`config.mk`:
```
export PLATFORM = sky130hd
export DESIGN_NAME = seq_tracker
export DESIGN_NICKNAME = d
export VERILOG_FILES = /design/src/rtl/seq_tracker.sv
export SDC_FILE = /design/constraint.sdc
export NUM_CORES = 1
export LEC_CHECK = 0
export CAP_MARGIN = 20
export CORE_AREA = 4 4 133 135
export DETAILED_ROUTE_END_ITERATION = 8
export DIE_AREA = 0 0 137 139
export DONT_BUFFER_PORTS = 1
export GPL_TIMING_DRIVEN = 1
export PLACE_DENSITY = 0.36
export SLEW_MARGIN = 15
export SYNTH_ARGS = -nofsm -noshare
export SYNTH_HDL_FRONTEND = slang
export SYNTH_SLANG_ARGS = --single-unit
```
`constraint.sdc`:
```
create_clock -name clk -period 4.67 [get_ports clk]
set_input_delay 0.467 -clock clk [delete_from_list [all_inputs] [get_ports clk]]
set_output_delay 0.467 -clock clk [all_outputs]
set_load 0.02 [all_outputs]
```
`src/rtl/seq_tracker.sv`:
```
// seq_tracker: stores the Genius colour sequence, replays it over valid/ready and checks player presses
module seq_tracker #(
  parameter int DATA_WIDTH = 2,
  parameter int MAX_LEN    = 32,
  parameter int LEN_WIDTH  = 6
) (
  input  logic                  clk,
  input  logic                  rst,
  input  logic [DATA_WIDTH-1:0] rng_in,
  input  logic                  append,
  input  logic                  start,
  input  logic                  clear,
  output logic                  play_valid,
  output logic [DATA_WIDTH-1:0] play_data,
  input  logic                  play_ready,
  input  logic                  btn_valid,
  input  logic [DATA_WIDTH-1:0] btn_data,
  output logic                  busy,
  output logic [LEN_WIDTH-1:0]  seq_len,
  output logic                  full,
  output logic                  round_ok,
  output logic                  fail
);
  localparam int AW = (MAX_LEN > 1) ? $clog2(MAX_LEN) : 1;
  typedef enum logic [1:0] {IDLE, PLAY, CHECK} state_t;
  state_t                r_state;
  logic [DATA_WIDTH-1:0] r_mem [MAX_LEN];
  logic [LEN_WIDTH-1:0]  r_len, r_idx;
  logic                  r_ok, r_fail;
  logic [DATA_WIDTH-1:0] w_cur;
  logic                  w_last, w_full;
  assign w_cur      = r_mem[r_idx[AW-1:0]];
  assign w_last     = r_idx == r_len - LEN_WIDTH'(1);
  assign w_full     = r_len == LEN_WIDTH'(MAX_LEN);
  assign play_valid = r_state == PLAY;
  assign play_data  = play_valid ? w_cur : '0;
  assign busy       = r_state != IDLE;
  assign seq_len    = r_len;
  assign full       = w_full;
  assign round_ok   = r_ok;
  assign fail       = r_fail;
  always_ff @(posedge clk) begin
    if (rst) begin
      r_state <= IDLE;
      r_len   <= '0;
      r_idx   <= '0;
      r_ok    <= 1'b0;
      r_fail  <= 1'b0;
    end else begin
      r_ok   <= 1'b0;
      r_fail <= 1'b0;
      if (clear) begin
        r_state <= IDLE;
        r_len   <= '0;
        r_idx   <= '0;
      end else begin
        case (r_state)
          IDLE: begin
            // an append in the same cycle always suppresses start, even when full
            if (append) begin
              if (!w_full) begin
                r_mem[r_len[AW-1:0]] <= rng_in;
                r_len                <= r_len + 1'b1;
              end
            end else if (start && r_len != '0) begin
              r_idx   <= '0;
              r_state <= PLAY;
            end
          end
          PLAY: begin
            if (play_ready) begin
              r_idx   <= w_last ? '0 : r_idx + 1'b1;
              r_state <= w_last ? CHECK : PLAY;
            end
          end
          CHECK: begin
            if (btn_valid) begin
              if (btn_data != w_cur) begin
                r_fail  <= 1'b1;
                r_state <= IDLE;
                r_idx   <= '0;
              end else if (w_last) begin
                r_ok    <= 1'b1;
                r_state <= IDLE;
                r_idx   <= '0;
              end else begin
                r_idx <= r_idx + 1'b1;
              end
            end
          end
          default: r_state <= IDLE;
        endcase
      end
    end
  end
endmodule
```
-- Word-level counts from Yosys, hierarchy flattened
Memory sizes are Yosys's and may differ from the RTL's. A register that Yosys moved wholly into a read port is not among the register bits.
Cells that the tools add are included.
- bitwise logic cells: 3
- muxes and demuxes: 26
- equal/unequal tests: 10
- add/sub/neg operators: 3
- reductions and logical operators: 11
- operators with widths (operator ; number):
    2-to-1 mux 6 bit ; 6
    one-hot mux 6 bit (3 select lines) ; 1
    2-to-1 mux 2 bit ; 8
    adder 6 x 1 -> 6 bit (second input constant) ; 2
    2-to-1 mux 5 bit ; 2
    AND reduction 5 bit ; 2
    2-to-1 mux 1 bit ; 8
    equality test 6 bit ; 1
    equality test 6 bit (second input constant) ; 1
    inequality test 2 bit (second input constant) ; 3
    one-hot mux 2 bit (3 select lines) ; 1
    nonzero test 6 bit ; 1
    subtractor 6 x 1 -> 6 bit (second input constant) ; 1
    OR reduction 5 bit ; 1
    OR reduction 4 bit ; 1
    inequality test 3 bit (second input constant) ; 1
    NOT 1 bit ; 3
    AND reduction 3 bit ; 1
    nonzero test 3 bit ; 1
    equality test 2 x 1 -> 1 bit (second input constant) ; 1
    equality test 2 bit (second input constant) ; 1
    zero test 2 bit ; 1
    inequality test 2 x 1 -> 1 bit (second input constant) ; 1
    inequality test 2 bit ; 1
    3 further kinds ; 3
- word-level logic and storage cells: 59
- flip-flop bits (word level): 16
- output and inout port bits: 13
- memory bits (writable): 64
- memories kept: 1
- input bits: 11
- memories (name ; depth ; bits a word ; rd ports ; clocked after memory_dff ; wr ports ; line ; RTL):
    r_mem ; 32 ; 2 ; 1 ; 1 ; 1 ; 27 ; logic [DATA_WIDTH-1:0] r_mem [MAX_LEN];

-- Depth between registers and ports, before layout
- word-level depth: 8
- depth in mapped cells: 11
- gate-level depth less buffers: 10

-- Worst setup path before layout
OpenSTA, ideal clock, no wires.
- path type: register to register
- from: register r_len[0] (netlist: seq_len[0])
- to: register with a tool-made name
- setup time: 0.133 ns
- data required time: 4.537 ns
- cell stages (with the launch flop): 12
- path slack: 2.143 ns
- clock period less this slack: 2.527 ns
- arrival: 2.394 ns
- path buffers: 1
- cells stage by stage: dfxtp_1 buf_2 inv_1 ha_1 nor2b_1 or4_1 a21oi_1 o211ai_2 nand2_2 nor3_1 a211oi_1 o22ai_1
- RTL lines (element ; line ; RTL):
    from (decl) ; 28 ; logic [LEN_WIDTH-1:0] r_len, r_idx;
    from (signal assigned) ; 63 ; r_len <= r_len + 1'b1;

==> impl_metrics.ini <==
[global_route]
grt_remaining_overflow = 0
busiest_layer = met2
grtUsageTotal = 0.1118
grt_pass1_vias = 2647
grt_pass1_wl_um = 16060
antenna_found_initial = 0
met1_usage = 0.1515
use_met2 = 0.1743
met3_usage = 0.02213
grt_max_degree = 35

[drt]
wl_per_cell_um = 17.69
wl_um = 10080
firstDrtPassIters = 4
route.detailed.drc = 0
avgViaCountPerCell = 4.475
drt_iter0_markers = 189
vias = 2551
final_antenna_net_count = 0

[clocking]
cts-root-buf = clkbuf_16
cts_setup_buffers = 0
cts.repair.resized = 0
cts_tree = done
cts_hold_buffers = 0
clkLatencyLatePin_ns = 0.34
cts_max_level = 3
clkTransAtPathRegs_ns = 0.06
cts_inserted_buffers = 9
cts_buffer_depth = 2
clock-sinks = 85

[worst_setup_path]
end_kind = primary output
cp_common_cell = nor2_1
crit_family = flip-flops
worst-path-buf-inv = 0
crit_type = flop to primary output
startpoint_type = flop
cp_data_required_time_ns = 4.20
cpPeakStageDelay_ns = 1.00
crit_chain = mux2i_1 > a22oi_1 > nand2_1 > o31ai_2 > nor2_1 > nor2_1
cp_data_arrival_time_ns = 2.70
r2r_setup_slack_ns = 1.52
cp_max_fo = 34
crit_slowest_cell = dfxtp_2

[synthesis]
synth.avg_cell_area_sq_um = 11.69
synth_edf_count = 64
yosysSeqAreaShare = 0.5808
synth.area.top_cells = edfxtp_1 48%, dfxtp_1 10%, mux2i_1 7.7%, nor2_1 5.0%, ha_1 2.8%
syn_inst = 345
synth_ff_type = edfxtp_1
yosys.area.top_type = edfxtp_1
synth.cell_area_sq_um = 4033
synth_cell_types = 51
ys_ff_latch = 85
synth_top_area_frac = 0.4766
synth_fp_nets = 365
async_flop_share = 0
ys_warn_count = 0

[finish]
final_net_count = 365
antennaDiodeCount = 0
areaGrowthSynthToFinish_pct = 12.01
final_layout_size_suffix_gt1_frac = 0.09143
stdcell_count = 570
final_area_sq_um = 4517

[die]
die_x_um = 137
die_area_sq_um = 19040
rows = 47
ios = 24
die_y_um = 139
initial_core_util = 0.2449
core_area_sq_um = 16470

[timing]
final-setup-viol-count = 0
finalCriticalPeriod_ns = 3.168
min_period_over_period = 0.6783
holdWs_ns = 0.2267
slew_violations = 0
setup-tns-final_ns = 0
timing.fmax_mhz = 315.7
finClkSkew_ns = 0.005818
worst_slew_pin_slew_ns = 1.047
rsz0062_at_grt = no
slew-limit-headroom = 0.3020
hold_viol_final = 0

[outcome]
status = finished, final reports clean

[placement]
post-dp-hpwl_um = 7004
gp_congestion = 0.7249
numPortBuffers = 0
dp.cells = 554
place_area_sq_um = 4234

[run]
cap_violations = 0

[power_and_ir_drop]
leakage_nw = 1.358
ir_worst_vdd_uv = 123.4
power_density_nw_per_um2 = 340.0

[min_path]
hold_class = input port to flop
min_from = rng_in[0]
cells in the final DEF (no fill, tap or decap), drive strengths merged, types with 3 or more instances in the layout:
master	n
ha	9
a21oi	9
o211ai	3
nor3	10
clkbuf	10
o21ai	6
xor2	4
nor2b	6
mux2i	31
inv	11
nand2	28
nor2	54
clkinv	5
and3	4
a22oi	12
edfxtp	64
o22ai	5
nand3	8
a31oi	3
a211oi	7
xnor2	8
nand2b	4
nand3b	3
dfxtp	21
or2	4
cells by family after synthesis:
kind of cell	share of synthesized area
compound gates	0.09836
xor+xnor	0.02606
fa+ha+maj	0.02792
buf+inv	0.03071
flops	0.5808
mux	0.07695
simple gates	0.1592
layout make-up:
type / instances / area [sq um]
Fill cell: 1741 / 11950
Sequential cell: 85 / 2344
Multi-Input combinational cell: 237 / 1567
Tap cell: 220 / 275.3
Clock buffer: 10 / 229.0
Clock inverter: 6 / 53.80
Inverter: 11 / 41.29
Timing Repair Buffer: 1 / 7.507
metrics by stage:
stage	setup WS, ns	util	total power [mW]
after floorplan	2.143	-	0.8566
after CTS	1.411	0.2743	1.555
after global routing	1.222	0.2743	1.599
after global placement	1.554	0.2571	0.8650
final	1.502	0.2743	1.536
after detailed placement	1.501	0.2571	0.8649
worst paths after layout:
| path | to | cells past startpoint |
|---|---|---|
| setup / recovery | play_data[1] | 6 |
| hold / removal | r_mem[1][0]$_DFFE_PP_ | 0 |
| setup reg to reg | flop | 8 |
| hold reg to reg | r_idx[5]$_SDFFE_PP0P_ | 2 |
registers in the layout, summed over array words and instances (netlist names), named ones only:
register  flops
r_mem        64
r_idx         6
seq_len       6
r_state       2
fail          1
round_ok      1
Yosys cell counts (2+ instances only):
master and n:
xor2_1 4, nor4_1 2, a21oi_1 9, edfxtp_1 64, nand2_1 27, buf_2 2, nand2b_1 4, dfxtp_1 21
clkbuf_1 5, a31oi_1 3, nor2_1 54, a211oi_1 5, buf_6 3, mux2i_1 31, and3_1 4, o21ai_0 4
ha_1 9, xnor2_1 8, o22ai_1 5, nand3b_1 3, nor2b_1 6, o211ai_2 2, a22oi_1 12, or3b_2 2
inv_1 11, or2_2 4, nor3_1 10, and2_1 2, nand3_1 7
per-layer routing:
layer | routed length [um] | vias up
li1 | - | 1258
met1 | 4705 | 1236
met2 | 4849 | 44
met3 | 352 | 13
met4 | 177 | 0
met5 | 0 | -
where the power goes:
part	internal [mW]	switching (mW)	leakage (nW)
clock network	0.409	0.279	0.143
registers	0.813	0.00329	0.745
logic	0.0108	0.0215	0.470
total	1.23	0.304	1.36
No activity file was read; power rests on OpenSTA's default activity.
